**config.mk**
```make
export PLATFORM = sky130hd
export DESIGN_NAME = risc_toy_fetch_queue_flat
export DESIGN_NICKNAME = d
export VERILOG_FILES = /design/src/rtl/risc_toy_fetch_queue_if.sv /design/src/rtl/risc_toy_fetch_queue.sv /design/src/flat_wrapper.sv
export SDC_FILE = /design/constraint.sdc
export NUM_CORES = 1
export LEC_CHECK = 0
export BUFFER_PORTS_ARGS = -buffer_cell sky130_fd_sc_hd__buf_2
export CAP_MARGIN = 15
export CORE_UTILIZATION = 52
export CTS_CLUSTER_DIAMETER = 80
export DETAILED_ROUTE_END_ITERATION = 6
export GPL_TIMING_DRIVEN = 1
export PLACE_DENSITY = 0.73
export SETUP_SLACK_MARGIN = 0.3
export SLEW_MARGIN = 30
export SYNTH_ARGS = -nofsm -noshare
export SYNTH_HDL_FRONTEND = slang
export SYNTH_SLANG_ARGS = --single-unit
```
**constraint.sdc**
```tcl
create_clock -name i_clk -period 3.5 [get_ports i_clk]
set_input_delay 0 -clock i_clk [delete_from_list [all_inputs] [get_ports i_clk]]
set_output_delay 0 -clock i_clk [all_outputs]
set_load 0.05 [all_outputs]
```
**src/rtl/risc_toy_fetch_queue_if.sv**
```systemverilog
// Fetch-queue bus: instruction-memory port, redirect input and decode handshake.
// The master modport is the fetch queue; the slave modport is memory/EX/decode.
interface risc_toy_fetch_queue_if #(
  parameter int AW    = 30,
  parameter int DW    = 32,
  parameter int DEPTH = 4
);
  localparam int CW = $clog2(DEPTH + 1);

  logic          ireq;
  logic [AW-1:0] iaddr;
  logic [DW-1:0] instr;
  logic          redir;
  logic [AW-1:0] redir_addr;
  logic          out_valid;
  logic          out_ready;
  logic [DW-1:0] out_instr;
  logic [AW-1:0] out_pc;
  logic [CW-1:0] count;

  modport master (
    output ireq, iaddr, out_valid, out_instr, out_pc, count,
    input  instr, redir, redir_addr, out_ready
  );

  modport slave (
    input  ireq, iaddr, out_valid, out_instr, out_pc, count,
    output instr, redir, redir_addr, out_ready
  );
endinterface

```
**src/rtl/risc_toy_fetch_queue.sv**
```systemverilog
// Instruction-fetch front end: issues 1-cycle-latency memory requests and queues
// returned words with their PCs for decode; a redirect flushes and refetches.
module risc_toy_fetch_queue #(
  parameter int            AW       = 30,
  parameter int            DW       = 32,
  parameter int            DEPTH    = 4,
  parameter logic [AW-1:0] RESET_PC = '0
) (
  input  logic                    i_clk,
  input  logic                    i_rst_n,
  risc_toy_fetch_queue_if.master  bus
);
  localparam int            CW      = $clog2(DEPTH + 1);
  localparam int            PW      = $clog2(DEPTH);
  localparam logic [CW:0]   W_DEPTH = (CW + 1)'(DEPTH);

  logic          r_started;
  logic          r_pend;
  logic [AW-1:0] r_fetch_pc;
  logic [AW-1:0] r_pend_pc;
  logic [PW-1:0] r_wr_ptr;
  logic [PW-1:0] r_rd_ptr;
  logic [CW-1:0] r_count;
  logic [DW-1:0] r_q_instr [DEPTH];
  logic [AW-1:0] r_q_pc    [DEPTH];

  logic [CW:0]   w_inflight;
  logic          w_issue;
  logic          w_valid;
  logic          w_pop;
  logic          w_push;

  // Credit counts queued entries plus the outstanding response; same-cycle pops
  // are deliberately not credited so IREQ never depends on OUT_READY.
  assign w_inflight = {1'b0, r_count} + {{CW{1'b0}}, r_pend};
  assign w_issue    = r_started & (w_inflight < W_DEPTH);
  assign w_valid    = (r_count != '0) & ~bus.redir;
  assign w_pop      = w_valid & bus.out_ready;
  assign w_push     = r_pend & ~bus.redir;

  assign bus.ireq      = bus.redir | w_issue;
  assign bus.iaddr     = bus.redir ? bus.redir_addr : r_fetch_pc;
  assign bus.out_valid = w_valid;
  assign bus.out_instr = r_q_instr[r_rd_ptr];
  assign bus.out_pc    = r_q_pc[r_rd_ptr];
  assign bus.count     = r_count;

  always_ff @(posedge i_clk or negedge i_rst_n) begin
    if (!i_rst_n) begin
      r_started  <= 1'b0;
      r_pend     <= 1'b0;
      r_fetch_pc <= RESET_PC;
      r_pend_pc  <= RESET_PC;
      r_wr_ptr   <= '0;
      r_rd_ptr   <= '0;
      r_count    <= '0;
    end else if (bus.redir) begin
      r_started  <= 1'b1;
      r_pend     <= 1'b1;
      r_pend_pc  <= bus.redir_addr;
      r_fetch_pc <= bus.redir_addr + AW'(1);
      r_wr_ptr   <= '0;
      r_rd_ptr   <= '0;
      r_count    <= '0;
    end else begin
      r_started <= 1'b1;
      if (w_issue) begin
        r_pend     <= 1'b1;
        r_pend_pc  <= r_fetch_pc;
        r_fetch_pc <= r_fetch_pc + AW'(1);
      end else begin
        r_pend <= 1'b0;
      end
      if (w_push) r_wr_ptr <= r_wr_ptr + PW'(1);
      if (w_pop)  r_rd_ptr <= r_rd_ptr + PW'(1);
      r_count <= r_count + CW'(w_push) - CW'(w_pop);
    end
  end

  // Storage carries no reset; validity is tracked entirely by r_count.
  always_ff @(posedge i_clk) begin
    if (w_push) begin
      r_q_instr[r_wr_ptr] <= bus.instr;
      r_q_pc[r_wr_ptr]    <= r_pend_pc;
    end
  end
endmodule

```
**src/flat_wrapper.sv**
```systemverilog
// flat-port wrapper written by rule: the top's interface ports become plain ports
module risc_toy_fetch_queue_flat 
#(
  parameter int            AW       = 30,
  parameter int            DW       = 32,
  parameter int            DEPTH    = 4,
  parameter logic [AW-1:0] RESET_PC = '0
)
  (i_clk, i_rst_n, bus_ireq, bus_iaddr, bus_out_valid, bus_out_instr, bus_out_pc, bus_count, bus_instr, bus_redir, bus_redir_addr, bus_out_ready);
  risc_toy_fetch_queue_if #(.AW(AW), .DW(DW), .DEPTH(DEPTH)) bus_i ();
  input  logic i_clk;
  input  logic i_rst_n;
  output wire logic [$bits(bus_i.ireq)-1:0] bus_ireq;
  output wire logic [$bits(bus_i.iaddr)-1:0] bus_iaddr;
  output wire logic [$bits(bus_i.out_valid)-1:0] bus_out_valid;
  output wire logic [$bits(bus_i.out_instr)-1:0] bus_out_instr;
  output wire logic [$bits(bus_i.out_pc)-1:0] bus_out_pc;
  output wire logic [$bits(bus_i.count)-1:0] bus_count;
  input wire logic [$bits(bus_i.instr)-1:0] bus_instr;
  input wire logic [$bits(bus_i.redir)-1:0] bus_redir;
  input wire logic [$bits(bus_i.redir_addr)-1:0] bus_redir_addr;
  input wire logic [$bits(bus_i.out_ready)-1:0] bus_out_ready;
  assign bus_ireq = bus_i.ireq;
  assign bus_iaddr = bus_i.iaddr;
  assign bus_out_valid = bus_i.out_valid;
  assign bus_out_instr = bus_i.out_instr;
  assign bus_out_pc = bus_i.out_pc;
  assign bus_count = bus_i.count;
  assign bus_i.instr = bus_instr;
  assign bus_i.redir = bus_redir;
  assign bus_i.redir_addr = bus_redir_addr;
  assign bus_i.out_ready = bus_out_ready;
  risc_toy_fetch_queue #(.AW(AW), .DW(DW), .DEPTH(DEPTH), .RESET_PC(RESET_PC)) u_core (.i_clk(i_clk), .i_rst_n(i_rst_n), .bus(bus_i));
endmodule
```
# Word level (Yosys, flattened, before mapping)
# Memories as Yosys holds them, arrays and structs flattened.
# Index checks and enable logic that the tools add are counted.
# totals
inputBits,66
mem_count,2
ram_bits,248
reg_bits,69
word_cells,41
out_inout_bits,97
# memory_table
memory,depth,width,read_ports,rd_clocked_by_memory_dff,write_ports,line_no,rtl
u_core.r_q_instr,4,32,1,0,1,risc_toy_fetch_queue.sv:24,logic [DW-1:0] r_q_instr [DEPTH];
u_core.r_q_pc,4,30,1,0,1,risc_toy_fetch_queue.sv:25,logic [AW-1:0] r_q_pc [DEPTH];
# op_classes
n_reduce_logical,4
bitwise,6
mux,14
n_addsub,7
magnitude_cmp,1
# op_table
operator,n
30-bit 2-to-1 mux,5
30-bit by 1-bit adder with 30-bit output (second input constant),2
2-bit 2-to-1 mux,4
2-bit nonzero test,3
2-bit by 1-bit adder with 2-bit output (second input constant),2
3-bit by 1-bit adder with 4-bit output,1
1-bit AND,4
4-bit by 3-bit less-than comparator with 1-bit output (second input constant),1
1-bit 2-to-1 mux,4
3-bit by 1-bit adder with 3-bit output,1
3-bit 2-to-1 mux,1
3-bit nonzero test,1
3-bit by 1-bit subtractor with 3-bit output,1
1-bit inverter,1
1-bit OR,1

# Logic depth before layout (Yosys ltp)
# depth
depth_word,5
depth_mapped,11
ltp_nobuf,9

# Worst setup path before layout
# No wires, ideal clock.
# synth_path
path_type,input port to flip-flop
start,input port bus_redir
end,"memory u_core.r_q_instr[0][0], enable pin"
path_buffers,4
setup_ns,0.427
path_stages,6
arrival_ns,2.342
path_slack_ns,0.731
required_ns,3.073
path_cell_list,buf_6 buf_6 buf_2 clkbuf_1 nor2b_1 and2_1
# synth_via
elab_chain_cells,4
# synth_lines
element,line_no,rtl
"start, declared",flat_wrapper.sv:20,input wire logic [$bits(bus_i.redir)-1:0] bus_redir;
1-bit inverter,risc_toy_fetch_queue.sv:39,assign w_push = r_pend & ~bus.redir;
1-bit AND,risc_toy_fetch_queue.sv:39,
1-bit 2-to-1 mux,risc_toy_fetch_queue.sv:82,if (w_push) begin
1-bit 2-to-1 mux (not written as such),risc_toy_fetch_queue.sv:83,r_q_instr[r_wr_ptr] <= bus.instr;
"end, declared",risc_toy_fetch_queue.sv:24,
# No other way between the ends.

# Final worst setup path
# layout_path
start,input port bus_redir
end,register u_core.r_fetch_pc[28]
# layout_via
elab_chain_cells,1
word_cells_on_any_way,2
cone_classes,mux: 1; reduce/logical: 1
# layout_lines
element,line_no,rtl
30-bit 2-to-1 mux / 2-bit nonzero test (equally long branches),n/a,
"end signal, assigned",risc_toy_fetch_queue.sv:61,r_fetch_pc <= bus.redir_addr + AW'(1);
"end signal, assigned",risc_toy_fetch_queue.sv:70,r_fetch_pc <= r_fetch_pc + AW'(1);
"end, declared",risc_toy_fetch_queue.sv:19,logic [AW-1:0] r_fetch_pc;
# Several ways; a longest one is shown, not always the timed one.
# A chain may end at the register's enable or synchronous reset.

==> reports/results.tsv <==
stage	metric	value	unit
run_status	status	completed	
drt	wl_met3	1.988	mm
sta	slew_viol_final	0	
power_and_ir_drop	leakage	0.005874	µW
floorplanning	die_h	159.8	µm
clock_network	cts_buffer_depth	3	
clock_network	cts.clk_slew.worst_paths	0.07	ns
clock_network	root_buffer	clkbuf_16	
synthesis	synth_area	12950	µm²
sta	fin_crit	2.540	ns
clock_network	tritoncts	done	
hold_path	hold_class	in2reg	
cells_and_area	num_antenna_cells	0	
power_and_ir_drop	clkPwrFrac	29.8	%
critical_path	critical_path_required	3.92	ns
drt	drtAntennaViolNets	0	
floorplanning	coreArea	24390	µm²
critical_path	startpoint_type	input port	
placement	dpl_worst_slack	0.9868	ns
grt	grt_pass1_vias	7595	
critical_path	r2r-end	u_core.r_fetch_pc[28]	
clock_network	insertion_delay	0.51	ns
critical_path	endpoint_kind	flip-flop	
floorplanning	start_util	53.09	%
synthesis	synth_ff_type	edfxtp_1	
cells_and_area	mostFrequentLayoutCell	edfxtp_1	
cells_and_area	fillCellCount	1760	
critical_path	arrival	2.96	ns
hold_path	hold_end	u_core.r_pend_pc[10]	
clock_network	htreeDepth	2	
synthesis	synth_cell_types	58	
cells_and_area	syn_to_final_growth	22.87	%
cells_and_area	drive_gt1_share	31.37	%
sta	setup_violations	0	
synthesis	async_flop_share	21.77	%
synthesis	syn_avg_cell_area	17.11	µm²
floorplanning	io_pins	163	
grt	antenna_found_initial	0	
cells_and_area	nNetsFinal	1072	
power_and_ir_drop	internal_power	7729	µW
flow_run	drv_cap	0	
sta	grt_setup_unrepaired	false	
power_and_ir_drop	seqPwrFrac	43.4	%
cells_and_area	utilization	65.23	%
drt	drc_errors	0	
drt	drt_iter0_markers	546	
clock_network	cts.sinks	317	
critical_path	crit_type	in2reg	
synthesis	ys_ff_latch	317	
drt	viasPerCell	5.525	
sta	layout_setup_ws	0.9598	ns
placement	port_buffers	162	
sta	max_clock_freq	393.7	MHz
sta	tightest_slew	0.7603	ns
synthesis	synth_edf_count	248	
critical_path	rr_startpoint	u_core.r_fetch_pc[0]	
sta	final.period_utilization	72.58	%
drt	top_layer	met4	
sta	hold_viol	0	
grt	grt_overflow	0	
placement	gp_congestion	0.9142	
synthesis	yosysSeqAreaShare	70.85	%
floorplanning	fp-row-count	57	
power_and_ir_drop	max-vdd-ir-drop	507.5	µV
clock_network	postCtsResizedCells	0	
power_and_ir_drop	power.switching	3925	µW
sta	finalClockSkew	0.01594	ns
critical_path	path_max_fanout	34	
grt	grt_pass1_wl	42.05	mm
grt	gr-usage-all-layers	21.40	%
synthesis	syn-num-nets	832	
synthesis	yosys_warnings	0	
drt	wl_met1	12.02	mm
power_and_ir_drop	p_sw_share	33.68	%
critical_path	r2r_slack	1.20	ns
clock_network	post_cts_buffers	0	
drt	wl	26.62	mm
floorplanning	die_w	159.8	µm
synthesis	syn_inst	757	
sta	max-slew-margin-rel	49.32	%
hold_path	hold_depth	4	
sta	fin_tns_setup	0	ns
drt	vias	7426	
drt	wire_per_inst	19.81	µm
grt	grt_max_degree	63	
cells_and_area	most-common-layout-cells	edfxtp_1 (248), buf_2 (162), nor2_1 (77), dfrtp_1 (67)	
critical_path	rr_worst_depth	7	
power_and_ir_drop	power_density	732.5	nW/µm²
drt	wl_met2	12.19	mm
clock_network	cts_inserted_buffers	34	
floorplanning	die-area	25540	µm²
hold_path	min_from	bus_redir_addr[10]	
placement	hpwl	16.67	mm
power_and_ir_drop	p_comb_share	26.8	%
drt	first_pass_iters	7	
==> critical path, stage by stage <==
cell and delay (ns):
dlygate4sd3_1 0.51, buf_2 0.50, mux2_2 0.32, ha_1 0.24
nand4_1 0.15, o22ai_1 0.39, nand4_1 0.28, o31a_1 0.34
o31ai_1 0.22
==> cells by family (layout without fill, tap and decap cells) <==
| kind of cell | after synthesis | count (layout) | synth area share, % |
|---|---|---|---|
| other cells | 1 | 1 | 0.02896 |
| mux | 93 | 93 | 13.30 |
| buf+inv | 60 | 323 | 2.068 |
| fa+ha+maj | 9 | 9 | 0.9277 |
| simple gates | 174 | 174 | 7.199 |
| flops | 317 | 317 | 70.85 |
| xor+xnor | 22 | 22 | 1.488 |
| compound gates | 81 | 81 | 4.145 |
==> metal layers <==
| layer | up-vias | track usage, % |
|---|---|---|
| li1 | 3418 | - |
| met1 | 3644 | 30.91 |
| met2 | 324 | 33.49 |
| met3 | 40 | 4.519 |
| met4 | 0 | 5.584 |
| met5 | - | 0 |
==> worst max-delay path by stage <==
stage / slack [ns] / depth (start not counted) / end / start
after floorplan: 0.73 / 6 / u_core.r_q_instr[0][0] / bus_redir
after global placement: 1.10 / 8 / u_core.r_fetch_pc[26] / bus_redir
after detailed placement: 0.99 / 8 / u_core.r_fetch_pc[26] / bus_redir
after CTS: 0.93 / 6 / bus_ireq / u_core.bus.count[1]
after global routing: 0.69 / 9 / u_core.r_fetch_pc[28] / bus_redir
final: 0.96 / 9 / u_core.r_fetch_pc[28] / bus_redir
==> power by group through the flow <==
stage	logic, µW	clock network [µW]	registers (µW)
5_1_grt	3300	3710	5130
6_report	3120	3470	5060
4_1_cts	3150	3550	5070
2_1_floorplan	2420	0	4980
3_3_place_gp	3050	0	5110
3_5_place_dp	3080	0	5140
==> repair_timing <==
| action | 4_1_cts | 5_1_grt |
|---|---|---|
| endpoints found under the hold margin | 182 | 0 |
| hold buffers | 62 | 0 |
| setup endpoints to repair | 0 | 0 |
==> cells in the mapped netlist, types with 6 or more instances <==
cell type / number / share of area (%)
buf_2: 10 / 0.39
ha_1: 8 / 0.77
nand3b_1: 7 / 0.41
edfxtp_1: 248 / 58
o31ai_1: 8 / 0.46
and3_1: 6 / 0.29
nand3_1: 10 / 0.39
nand2_1: 30 / 0.87
nand4_1: 9 / 0.43
inv_1: 24 / 0.70
xnor2_1: 15 / 1.0
nor2_1: 77 / 2.2
mux4_2: 62 / 11
clkbuf_1: 15 / 0.43
dfrtp_1: 69 / 13
xor2_1: 7 / 0.47
mux2_2: 12 / 1.0
mux2i_1: 19 / 1.5
a21oi_1: 33 / 1.3
o21ai_0: 8 / 0.31
==> per-stage QoR <==
stage | power [µW] | std cells | instance area [µm²] | hold slack, ns
2_1_floorplan | 7392 | 757 | 12950 | -0.2956
3_3_place_gp | 8155 | 1223 | 14190 | 0.04748
3_5_place_dp | 8221 | 1223 | 14190 | 0.04812
4_1_cts | 11770 | 1344 | 15910 | 0.004176
5_1_grt | 12140 | 1344 | 15910 | 0.02880
6_report | 11650 | 1344 | 15910 | 0.01119
==> state kept, by name, summed over array words and instances, names as in the netlist <==
name / flops
u_core.r_q_instr: 128
u_core.r_started: 1
u_core.r_rd_ptr: 2
u_core.r_fetch_pc: 30
u_core.r_pend: 1
u_core.r_pend_pc: 30
u_core.r_q_pc: 120
u_core.bus.count: 3
u_core.r_wr_ptr: 2
==> cell type report <==
| class | count | area (µm²) | share of cell area (%) |
|---|---|---|---|
| clock buffer | 44 | 982.2 | 6.173 |
| clock inverter | 15 | 118.9 | 0.7471 |
| inverter | 25 | 93.84 | 0.5898 |
| multi-input combinational | 380 | 3512 | 22.07 |
| sequential | 317 | 9179 | 57.69 |
| tap | 324 | 405.4 | 2.548 |
| timing repair buffer | 239 | 1619 | 10.18 |
Note: power is estimated with default switching activity, not from simulation.
